**src/rtl/viterbi_frame_sched_if.sv**
```systemverilog
// Symbol-stream, decoder-side and decoded-output signals of the frame scheduler.
// master = scheduler, slave = requesters/decoder/sink side.
interface viterbi_frame_sched_if;
  logic [1:0] sym_valid;
  logic [1:0] sym_ready;
  logic [1:0] sym_data0;
  logic [1:0] sym_data1;
  logic [1:0] sym_last;
  logic       dec_clr;
  logic       dec_en;
  logic [1:0] dec_d_in;
  logic       dec_d_out;
  logic       dec_d_valid;
  logic       out_valid;
  logic       out_bit;
  logic       out_ch;
  logic       out_last;
  logic       busy;
  logic       err_overlen;
  logic       err_timeout;

  modport master (
    input  sym_valid, sym_data0, sym_data1, sym_last, dec_d_out, dec_d_valid,
    output sym_ready, dec_clr, dec_en, dec_d_in,
           out_valid, out_bit, out_ch, out_last, busy, err_overlen, err_timeout
  );

  modport slave (
    output sym_valid, sym_data0, sym_data1, sym_last, dec_d_out, dec_d_valid,
    input  sym_ready, dec_clr, dec_en, dec_d_in,
           out_valid, out_bit, out_ch, out_last, busy, err_overlen, err_timeout
  );
endinterface

```
**src/rtl/viterbi_frame_sched.sv**
```systemverilog
// Round-robin per-frame sharing of one Viterbi decoder between two symbol channels.
// Symbols and decoded bits are registered one cycle; no output backpressure.
module viterbi_frame_sched #(
  parameter int MAX_FRAME  = 256,
  parameter int CLR_CYCLES = 2,
  parameter int FLUSH_MAX  = 64
) (
  input  logic                  clk,
  input  logic                  rst,
  viterbi_frame_sched_if.master bus
);
  localparam int CW = $clog2(MAX_FRAME) + 1;
  localparam int FW = $clog2(FLUSH_MAX) + 1;
  localparam int KW = $clog2(CLR_CYCLES) + 1;

  typedef enum logic [2:0] {S_IDLE, S_CLEAR, S_FEED, S_FLUSH, S_DONE} state_t;

  state_t        r_state, w_next;
  logic          r_grant, r_rr_ptr;
  logic [CW-1:0] r_in_cnt, r_out_cnt;
  logic [KW-1:0] r_clr_cnt;
  logic [FW-1:0] r_flush_cnt;
  logic          r_dec_clr, r_dec_en;
  logic [1:0]    r_dec_d_in;
  logic          r_out_valid, r_out_bit, r_out_ch, r_out_last;

  logic          w_accept, w_last_in, w_in_full, w_fwd, w_grant_sel;
  logic          w_overlen, w_timeout;
  logic [1:0]    w_sym, w_sym_ready;

  assign w_accept    = (r_state == S_FEED) && bus.sym_valid[r_grant];
  assign w_sym       = r_grant ? bus.sym_data1 : bus.sym_data0;
  assign w_last_in   = bus.sym_last[r_grant];
  assign w_in_full   = (r_in_cnt == CW'(MAX_FRAME - 1));
  assign w_fwd       = ((r_state == S_FEED) || (r_state == S_FLUSH)) &&
                       bus.dec_d_valid && (r_out_cnt < r_in_cnt);
  assign w_grant_sel = (&bus.sym_valid) ? r_rr_ptr : bus.sym_valid[1];

  always_comb begin
    w_next      = r_state;
    w_overlen   = 1'b0;
    w_timeout   = 1'b0;
    w_sym_ready = 2'b00;
    case (r_state)
      S_IDLE:  if (|bus.sym_valid) w_next = S_CLEAR;
      S_CLEAR: if (r_clr_cnt == KW'(CLR_CYCLES - 1)) w_next = S_FEED;
      S_FEED: begin
        w_sym_ready[r_grant] = 1'b1;
        // A full frame without a last marker is closed as if it were last.
        if (w_accept && (w_last_in || w_in_full)) begin
          w_next    = S_FLUSH;
          w_overlen = !w_last_in;
        end
      end
      S_FLUSH: begin
        if (r_out_cnt == r_in_cnt) begin
          w_next = S_DONE;
        end else if (r_flush_cnt == FW'(FLUSH_MAX - 1)) begin
          w_next    = S_DONE;
          w_timeout = 1'b1;
        end
      end
      S_DONE:  w_next = S_IDLE;
      default: w_next = S_IDLE;
    endcase
  end

  always_ff @(posedge clk or posedge rst) begin
    if (rst) begin
      r_state     <= S_IDLE;
      r_grant     <= 1'b0;
      r_rr_ptr    <= 1'b0;
      r_in_cnt    <= '0;
      r_out_cnt   <= '0;
      r_clr_cnt   <= '0;
      r_flush_cnt <= '0;
      r_dec_clr   <= 1'b1;
      r_dec_en    <= 1'b0;
      r_dec_d_in  <= 2'b00;
      r_out_valid <= 1'b0;
      r_out_bit   <= 1'b0;
      r_out_ch    <= 1'b0;
      r_out_last  <= 1'b0;
    end else begin
      r_state     <= w_next;
      r_dec_clr   <= (w_next == S_CLEAR);
      // Flush zeros start the cycle after the last symbol reaches the decoder.
      r_dec_en    <= w_accept || (r_state == S_FLUSH);
      r_dec_d_in  <= w_accept ? w_sym : 2'b00;
      r_out_valid <= w_fwd;
      r_out_bit   <= w_fwd & bus.dec_d_out;
      r_out_ch    <= w_fwd & r_grant;
      r_out_last  <= w_fwd && (r_state == S_FLUSH) && ((r_out_cnt + CW'(1)) == r_in_cnt);
      case (r_state)
        S_IDLE: if (|bus.sym_valid) begin
          r_grant     <= w_grant_sel;
          r_in_cnt    <= '0;
          r_out_cnt   <= '0;
          r_clr_cnt   <= '0;
          r_flush_cnt <= '0;
        end
        S_CLEAR: r_clr_cnt <= r_clr_cnt + KW'(1);
        S_FEED:  if (w_accept) r_in_cnt <= r_in_cnt + CW'(1);
        S_FLUSH: r_flush_cnt <= r_flush_cnt + FW'(1);
        S_DONE:  r_rr_ptr <= ~r_grant;
        default: ;
      endcase
      if (w_fwd) r_out_cnt <= r_out_cnt + CW'(1);
    end
  end

  assign bus.sym_ready   = w_sym_ready;
  assign bus.dec_clr     = r_dec_clr;
  assign bus.dec_en      = r_dec_en;
  assign bus.dec_d_in    = r_dec_d_in;
  assign bus.out_valid   = r_out_valid;
  assign bus.out_bit     = r_out_bit;
  assign bus.out_ch      = r_out_ch;
  assign bus.out_last    = r_out_last;
  assign bus.busy        = (r_state != S_IDLE);
  assign bus.err_overlen = w_overlen;
  assign bus.err_timeout = w_timeout;
endmodule

```
**src/flat_wrapper.sv**
```systemverilog
// flat-port wrapper written by rule: the top's interface ports become plain ports
module viterbi_frame_sched_flat 
#(
  parameter int MAX_FRAME  = 256,
  parameter int CLR_CYCLES = 2,
  parameter int FLUSH_MAX  = 64
)
  (clk, rst, bus_sym_valid, bus_sym_data0, bus_sym_data1, bus_sym_last, bus_dec_d_out, bus_dec_d_valid, bus_sym_ready, bus_dec_clr, bus_dec_en, bus_dec_d_in, bus_out_valid, bus_out_bit, bus_out_ch, bus_out_last, bus_busy, bus_err_overlen, bus_err_timeout);
  viterbi_frame_sched_if bus_i ();
  input  logic clk;
  input  logic rst;
  input wire logic [$bits(bus_i.sym_valid)-1:0] bus_sym_valid;
  input wire logic [$bits(bus_i.sym_data0)-1:0] bus_sym_data0;
  input wire logic [$bits(bus_i.sym_data1)-1:0] bus_sym_data1;
  input wire logic [$bits(bus_i.sym_last)-1:0] bus_sym_last;
  input wire logic [$bits(bus_i.dec_d_out)-1:0] bus_dec_d_out;
  input wire logic [$bits(bus_i.dec_d_valid)-1:0] bus_dec_d_valid;
  output wire logic [$bits(bus_i.sym_ready)-1:0] bus_sym_ready;
  output wire logic [$bits(bus_i.dec_clr)-1:0] bus_dec_clr;
  output wire logic [$bits(bus_i.dec_en)-1:0] bus_dec_en;
  output wire logic [$bits(bus_i.dec_d_in)-1:0] bus_dec_d_in;
  output wire logic [$bits(bus_i.out_valid)-1:0] bus_out_valid;
  output wire logic [$bits(bus_i.out_bit)-1:0] bus_out_bit;
  output wire logic [$bits(bus_i.out_ch)-1:0] bus_out_ch;
  output wire logic [$bits(bus_i.out_last)-1:0] bus_out_last;
  output wire logic [$bits(bus_i.busy)-1:0] bus_busy;
  output wire logic [$bits(bus_i.err_overlen)-1:0] bus_err_overlen;
  output wire logic [$bits(bus_i.err_timeout)-1:0] bus_err_timeout;
  assign bus_i.sym_valid = bus_sym_valid;
  assign bus_i.sym_data0 = bus_sym_data0;
  assign bus_i.sym_data1 = bus_sym_data1;
  assign bus_i.sym_last = bus_sym_last;
  assign bus_i.dec_d_out = bus_dec_d_out;
  assign bus_i.dec_d_valid = bus_dec_d_valid;
  assign bus_sym_ready = bus_i.sym_ready;
  assign bus_dec_clr = bus_i.dec_clr;
  assign bus_dec_en = bus_i.dec_en;
  assign bus_dec_d_in = bus_i.dec_d_in;
  assign bus_out_valid = bus_i.out_valid;
  assign bus_out_bit = bus_i.out_bit;
  assign bus_out_ch = bus_i.out_ch;
  assign bus_out_last = bus_i.out_last;
  assign bus_busy = bus_i.busy;
  assign bus_err_overlen = bus_i.err_overlen;
  assign bus_err_timeout = bus_i.err_timeout;
  viterbi_frame_sched #(.MAX_FRAME(MAX_FRAME), .CLR_CYCLES(CLR_CYCLES), .FLUSH_MAX(FLUSH_MAX)) u_core (.clk(clk), .rst(rst), .bus(bus_i));
endmodule
```
**config.mk**
```make
export PLATFORM = sky130hd
export DESIGN_NAME = viterbi_frame_sched_flat
export DESIGN_NICKNAME = d
export VERILOG_FILES = /design/src/rtl/viterbi_frame_sched_if.sv /design/src/rtl/viterbi_frame_sched.sv /design/src/flat_wrapper.sv
export SDC_FILE = /design/constraint.sdc
export NUM_CORES = 1
export LEC_CHECK = 0
export ABC_AREA = 0
export ABC_CLOCK_PERIOD_IN_PS = 2700
export CORE_ASPECT_RATIO = 0.75
export CORE_MARGIN = 3
export CORE_UTILIZATION = 37
export DETAILED_ROUTE_END_ITERATION = 8
export GPL_TIMING_DRIVEN = 1
export HOLD_SLACK_MARGIN = 0.05
export PLACE_DENSITY = 0.62
export SYNTH_ARGS = -nofsm -noshare
export SYNTH_HDL_FRONTEND = slang
export SYNTH_SLANG_ARGS = --single-unit
```
**constraint.sdc**
```tcl
create_clock -name clk -period 2.7 [get_ports clk]
set_clock_uncertainty 0.1 [all_clocks]
set_input_delay 0.54 -clock clk [delete_from_list [all_inputs] [get_ports clk]]
set_output_delay 0.54 -clock clk [all_outputs]
set_load 0.01 [all_outputs]
```
==> flow_metrics.env, run 1 <==
export IMPL_slowest_stage="dfrtp_1"
export IMPL_final_area_mm2=0.00297
export IMPL_cts_max_path_buffers=2
export IMPL_core_area_mm2=0.00638
export IMPL_syn_inst=264
export IMPL_grt_ovfl_total=0
export IMPL_synth_area_mux_share=0.0173
export IMPL_fin_total_pwr_mw=1.97
export IMPL_cp_max_fo=7
export IMPL_async_reset_ff_frac=1.00
export IMPL_leakagePower_nw=1.29
export IMPL_synth_warnings=0
export IMPL_grt_pass1_vias=1923
export IMPL_syn_avg_cell_area_um2=9.31
export IMPL_nNetsFinal=329
export IMPL_syn_nets=290
export IMPL_crit_type="reg -> out"
export IMPL_numClockSinks=40
export IMPL_place_area_mm2=0.00286
export IMPL_ioPinCount=25
export IMPL_place_ws_ns=-0.363
export IMPL_maxCapViolCount=0
export IMPL_drv_slew=0
export IMPL_fillers=612
export IMPL_antenna_found_initial=0
export IMPL_vias_per_cell=5.37
export IMPL_grt_max_degree=41
export IMPL_dr_pass1_iters=4
export IMPL_drive_gt1_frac=0.135
export IMPL_setup_violations=0
export IMPL_wl_per_cell_um=14.8
export IMPL_rsz0062_at_grt="no"
export IMPL_peakVddDrop_mv=0.549
export IMPL_dr_total_vias=2067
export IMPL_startpoint_type="flop"
export IMPL_cts_tree="yes"
export IMPL_drtAntennaViolNets=0
export IMPL_ys_types=56
export IMPL_grt_usage=0.157
export IMPL_min_period_ns=2.51
export IMPL_yosysSeqAreaShare=0.408
export IMPL_clock_latency_ns=0.29
export IMPL_portBuffers=24
export IMPL_crit_path_max_incr_delay_ns=0.49
export IMPL_fin_crit_sh=0.931
export IMPL_status="finished, final reports clean"
export IMPL_root_buffer="clkbuf_8"
export IMPL_utilization=0.465
export IMPL_power_density_mw_per_mm2=665
export IMPL_antenna_cells=0
export IMPL_relSlewSlack=0.663
export IMPL_yosys_area_share_simple=0.228
export IMPL_netlist_area_mm2=0.00246
export IMPL_htree_num_levels=2
export IMPL_die_x_um=100
export IMPL_path_cells="nor2_1 -> nand2_1 -> or2_1 -> nor3_2 -> clkdlybuf4s15_2"
export IMPL_remaining_drc_errors=0
export IMPL_required_ns=2.06
export IMPL_numCtsBuffers=5
export IMPL_synth_xor_area_share=0.0570
export IMPL_synth_fa_ha_area_frac=0.0713
export IMPL_max_clock_freq_ghz=0.398
export IMPL_die_height_um=76.6
export IMPL_synth_compound_area_frac=0.166
export IMPL_initial_utilization=0.385
export IMPL_syn_to_final_growth_pct=20.7
export IMPL_hold_class="reg -> reg"
export IMPL_finalWirelength_um=5680
export IMPL_setup_slack_ns=0.187
export IMPL_end_kind="output pin"
export IMPL_yosys_most_used_dff="dfrtp_1"
export IMPL_synth_top_family_by_area="simple AND/OR/NAND/NOR gates"
export IMPL_cp_data_arrival_time_ns=1.87
export IMPL_synth_edf_count=0
export IMPL_finalWeightedCongestion=0.892
export IMPL_clk_pin_slew_ns=0.08
export IMPL_ys_ff_latch=40
export IMPL_worst_pin_slew_ns=0.505
export IMPL_finalHoldViolations=0
export IMPL_fp_dieArea_mm2=0.00767
export IMPL_placementRows=25
export IMPL_first_iter_violations=100
export IMPL_grt_pass1_wl_um=9630
export IMPL_dpl_hpwl_um=4280
-- flip-flops by register name (all words and copies together) (netlist names) --
name,cells
u_core.r_rr_ptr,1
u_core.bus.out_ch,1
u_core.bus.dec_en,1
u_core.bus.dec_clr,1
u_core.bus.out_last,1
u_core.r_clr_cnt,2
u_core.bus.out_bit,1
u_core.r_out_cnt,9
u_core.bus.dec_d_in,2
u_core.r_state,3
u_core.bus.out_valid,1
u_core.r_in_cnt,9
u_core.r_flush_cnt,7
u_core.r_grant,1
-- critical path: cells and delay by family (launching register included) --
kind | cells | cell delay, ns
DFF | 1 | 0.49
buffers and inverters | 1 | 0.24
and+or+nand+nor | 4 | 0.86
-- cells in the mapped netlist, drive strengths merged, types with 3 or more instances --
| cell | count | share of area |
|---|---|---|
| and3 | 7 | 0.020 |
| a31oi | 4 | 0.010 |
| nor2 | 24 | 0.040 |
| a21oi | 5 | 0.015 |
| a221o | 6 | 0.024 |
| nor4 | 4 | 0.010 |
| o21ai | 19 | 0.039 |
| nand3 | 15 | 0.033 |
| nand2 | 26 | 0.040 |
| ha | 14 | 0.071 |
| nand4 | 6 | 0.015 |
| xor2 | 3 | 0.011 |
| buf | 8 | 0.024 |
| nor3 | 13 | 0.031 |
| dfrtp | 39 | 0.40 |
| xnor2 | 13 | 0.046 |
| or2 | 3 | 0.0076 |
| inv | 18 | 0.027 |
-- path summary, 6_finish.rpt --
check,start,to,slack [ns],depth (start not counted)
hold reg to reg,u_core.r_flush_cnt[5],u_core.r_flush_cnt[5],0.40,1
hold / removal,u_core.r_flush_cnt[5],u_core.r_flush_cnt[5],0.40,1
min in group asynchronous,rst,u_core.r_flush_cnt[2],0.56,3
max in group asynchronous,rst,u_core.r_in_cnt[2],1.55,3
setup reg to reg,u_core.r_in_cnt[3],u_core.r_out_cnt[7],0.30,7
setup / recovery,u_core.r_state[2],bus_err_overlen,0.19,5
-- final cells by class --
class,instances,area (µm²),share of cell area
clock buffer,7,76.3,0.0257
clock inverter,1,5.00,0.00169
inverter,18,67.6,0.0228
multi-input combinational,197,1340,0.452
sequential,40,1000,0.339
tap,81,101,0.0342
timing repair buffer,41,370,0.125
-- per-layer routing --
layer,track usage,up-vias,part of all wire
met5,0,-,0
met4,0.0363,0,0.0088
met3,0.0393,6,0.080
met2,0.212,66,0.39
met1,0.246,965,0.52
li1,-,1030,-
-- cells in the final DEF (no fill, tap or decap), types with 3 or more instances in the layout --
cell | Yosys | routed
nand3_1 | 14 | 14
and3_1 | 6 | 6
nand4_1 | 6 | 6
xor2_1 | 3 | 3
clkbuf_8 | 0 | 5
dfrtp_1 | 39 | 37
clkdlybuf4s50_1 | 0 | 21
nor3_2 | 2 | 3
o21ai_0 | 17 | 17
buf_4 | 0 | 17
nor2_1 | 23 | 23
a21oi_1 | 4 | 4
nor4_1 | 4 | 4
nor3_1 | 11 | 9
a31oi_1 | 4 | 4
nand2_1 | 26 | 26
ha_1 | 14 | 14
xnor2_1 | 13 | 13
a221o_1 | 6 | 6
inv_1 | 17 | 17
-- per-stage QoR --
stage,cells,TNS [ns],hold slack (ns)
final,385,0,0.397
after global placement,377,-0.328,0.379
after global routing,385,0,0.417
after CTS,385,0,0.403
after detailed placement,377,-0.363,0.387
after floorplan,264,0,0.349
-- power breakdown --
part           switching (mW)  internal [mW]
clock network           0.210          0.182
logic                   0.455          0.325
registers               0.105          0.698
total                   0.770           1.20
-- kinds of logic after synthesis --
| family | after synthesis |
|---|---|
| and+or+nand+nor | 109 |
| AOI/OAI and AO/OA | 54 |
| DFF | 40 |
| buffers and inverters | 27 |
| xor gates and xnor gates | 16 |
| adders and majority gates | 14 |
| muxes | 4 |
-- what timing repair did --
action | in CTS | in global routing
pin swaps | 0 | 1
hold buffers | 0 | 0
setup buffers | 0 | 0
resized for setup | 9 | 2
endpoints found under the setup margin | 2 | 2
No activity file was read; power rests on OpenSTA's default activity.
==> run 2: changes to the inputs <==
--- a/config.mk
+++ b/config.mk
@@ -5,7 +5,7 @@
 export SDC_FILE = /design/constraint.sdc
 export NUM_CORES = 1
 export LEC_CHECK = 0
-export ABC_AREA = 0
+export ABC_AREA = 1
 export ABC_CLOCK_PERIOD_IN_PS = 2700
 export CORE_ASPECT_RATIO = 0.75
 export CORE_MARGIN = 3
==> run 2 against run 1 <==
Net effect: cell count up 14%; sequential share of layout area rose by 0.13 points; via count grew 1.4%; fmax about the same; global-route usage decreased by 0.99 points; routed wire length shrank 8.4%; largest power group unchanged; highest routed layer unchanged.
==> flow_metrics.env, run 2 <==
export IMPL_status="finished, final reports clean"
export IMPL_netlist_area_mm2=0.00240
export IMPL_hold_class="reg -> reg"
export IMPL_numClockSinks=40
export IMPL_synth_warnings=0
export IMPL_crit_start="u_core.r_in_cnt[7]"
export IMPL_fillers=603
export IMPL_yosys_most_used_dff="dfrtp_1"
export IMPL_drive_gt1_frac=0.116
export IMPL_async_reset_ff_frac=1.00
export IMPL_core_area_mm2=0.00604
export IMPL_cts_tree="yes"
export IMPL_setup_violations=0
export IMPL_rsz0062_at_grt="no"
export IMPL_dr_total_vias=2096
export IMPL_finalWirelength_um=5210
export IMPL_leakagePower_nw=1.44
export IMPL_clock_latency_ns=0.29
export IMPL_ctsHoldBuffers=0
export IMPL_yosysTopAreaCell="dfrtp_1"
export IMPL_die_x_um=99.0
export IMPL_setup_slack_ns=0.188
export IMPL_fin_crit_sh=0.930
export IMPL_antenna_found_initial=0
export IMPL_grt_max_degree=41
export IMPL_maxCapViolCount=0
export IMPL_power_density_mw_per_mm2=681
export IMPL_synth_common_cells="79 x nand2_1, 49 x nand3_1, 41 x inv_1"
export IMPL_cts_max_path_buffers=2
export IMPL_rrSetupSlack_ns=0.79
export IMPL_grt_pass1_wl_um=8780
export IMPL_power_internal_mw=1.30
export IMPL_fin_tns_setup_ns=0
export IMPL_syn_avg_cell_area_um2=7.50
export IMPL_grt_pass1_vias=1855
export IMPL_nNetsFinal=387
export IMPL_vias_per_cell=4.76
export IMPL_final_cell_mix="79 x nand2_1, 49 x nand3_1, 41 x inv_1"
export IMPL_startpoint_type="flop"
export IMPL_place_ws_ns=0.0403
export IMPL_numCtsBuffers=5
export IMPL_min_period_ns=2.51
export IMPL_initial_utilization=0.398
export IMPL_rr_worst_depth=12
export IMPL_cp_data_arrival_time_ns=1.87
export IMPL_dpl_hpwl_um=3840
export IMPL_final_common_cell="nand2_1"
export IMPL_drv_slew=0
export IMPL_syn_to_final_growth_pct=22.8
export IMPL_required_ns=2.06
export IMPL_seqCellArea_mm2=0.00100
export IMPL_htree_num_levels=2
export IMPL_ioPinCount=25
export IMPL_power_switching_mw=0.713
export IMPL_crit_type="reg -> out"
export IMPL_swShare=0.355
export IMPL_clk_pin_slew_ns=0.08
export IMPL_root_buffer="clkbuf_8"
export IMPL_seqPwrFrac=0.378
export IMPL_ys_types=29
export IMPL_fp_dieArea_mm2=0.00750
export IMPL_synth_most_common_cell="nand2_1"
export IMPL_syn_nets=346
export IMPL_r2r_start="u_core.r_in_cnt[2]"
export IMPL_pwr_share_comb=0.356
export IMPL_portBuffers=24
export IMPL_multi_input_area_mm2=0.00121
export IMPL_first_iter_violations=91
export IMPL_dr_pass1_iters=4
export IMPL_drtAntennaViolNets=0
export IMPL_remaining_drc_errors=0
export IMPL_worst_pin_slew_ns=0.518
export IMPL_reg_largest_list="u_core.r_in_cnt (9), u_core.r_out_cnt (9), u_core.r_flush_cnt (7)"
export IMPL_end_kind="output pin"
export IMPL_r2r_end="u_core.r_out_cnt[2]"
export IMPL_p_clk_frac=0.267
export IMPL_max_clock_freq_ghz=0.398
export IMPL_grt_ovfl_total=0
export IMPL_yosysSeqAreaShare=0.418
export IMPL_syn_inst=320
export IMPL_finalWeightedCongestion=0.818
export IMPL_finalHoldViolations=0
export IMPL_antenna_cells=0
export IMPL_critPathCapture="bus_err_timeout"
export IMPL_ys_ff_latch=40
export IMPL_grt_usage=0.147
export IMPL_synth_top_area_share=0.407
export IMPL_placementRows=24
export IMPL_die_height_um=75.7
export IMPL_wl_per_cell_um=11.8
export IMPL_cp_max_fo=4
export IMPL_synth_edf_count=0
export IMPL_synth_area_leaders="dfrtp_1 41%, nand2_1 12%, nand3_1 10%, ha_1 7.3%, inv_1 6.4%"
export IMPL_peakVddDrop_mv=0.264
export IMPL_relSlewSlack=0.655
==> run 2: layer usage <==
| layer | track usage | vias to the layer above | wire [µm] |
|---|---|---|---|
| met1 | 0.226 | 935 | 2930 |
| met5 | 0 | - | 0 |
| met2 | 0.207 | 41 | 1980 |
| met4 | 0.0364 | 0 | 43 |
| li1 | - | 1115 | - |
| met3 | 0.0320 | 5 | 251 |
==> run 2: final cells by class <==
class / count / area share
Clock buffer: 7 / 0.0327
Sequential cell: 40 / 0.340
Multi-Input combinational cell: 230 / 0.410
Tap cell: 78 / 0.0331
Timing Repair Buffer: 38 / 0.115
Inverter: 46 / 0.0594
Clock inverter: 1 / 0.0102
==> run 2: worst min path at each step <==
stage,from,end,slack (ns),depth (start not counted)
floorplan,u_core.r_rr_ptr,u_core.r_rr_ptr,0.35,2
global placement,u_core.r_flush_cnt[5],u_core.r_flush_cnt[5],0.38,1
detailed placement,u_core.r_flush_cnt[5],u_core.r_flush_cnt[5],0.39,1
CTS,u_core.r_flush_cnt[5],u_core.r_flush_cnt[5],0.40,1
global route,u_core.r_flush_cnt[0],u_core.r_flush_cnt[0],0.43,1
finish,u_core.r_flush_cnt[5],u_core.r_flush_cnt[5],0.40,1
==> run 2: power by group through the flow <==
stage               Sequential [mW]  Combinational, mW  Clock, mW
floorplan                     0.776              0.462          0
global placement              0.772              0.688          0
detailed placement            0.776              0.692          0
CTS                           0.759              0.722      0.550
global route                  0.773              0.808      0.574
finish                        0.759              0.714      0.536
==> run 2: critical path, stage by stage, from the launching register on <==
cell and delay (ns):
dfrtp_1 0.41, inv_1 0.10, ha_1 0.27, nand2_1 0.09, inv_1 0.06, and3_1 0.20, nor3_1 0.16, dlygate4sd2_1 0.29
==> run 2: per-stage QoR <==
step	std cells	util	hold WS [ns]	power (mW)	instance area [µm²]
after floorplan	320	-	0.354	1.24	2400
after global placement	428	0.463	0.378	1.46	2790
after detailed placement	428	0.463	0.385	1.47	2790
after CTS	438	0.487	0.400	2.03	2940
after global routing	440	0.488	0.429	2.15	2950
final	440	0.488	0.399	2.01	2950
==> run 2: logic make-up (layout without fill, tap and decap cells) <==
logic type | count (synthesis) | count (layout) | synth area share
AOI/OAI and AO/OA | 31 | 31 | 0.0735
DFF | 40 | 40 | 0.418
xor gates and xnor gates | 3 | 3 | 0.0110
adders and majority gates | 14 | 14 | 0.0730
buffers and inverters | 50 | 92 | 0.0813
and+or+nand+nor | 182 | 182 | 0.344
==> run 2: repair_timing <==
| item | 4_1_cts | 5_1_grt |
|---|---|---|
| setup endpoints to repair | 2 | 1 |
| gates resized for setup | 3 | 2 |
| pin swaps | 0 | 1 |
| buffers inserted | 2 | 2 |
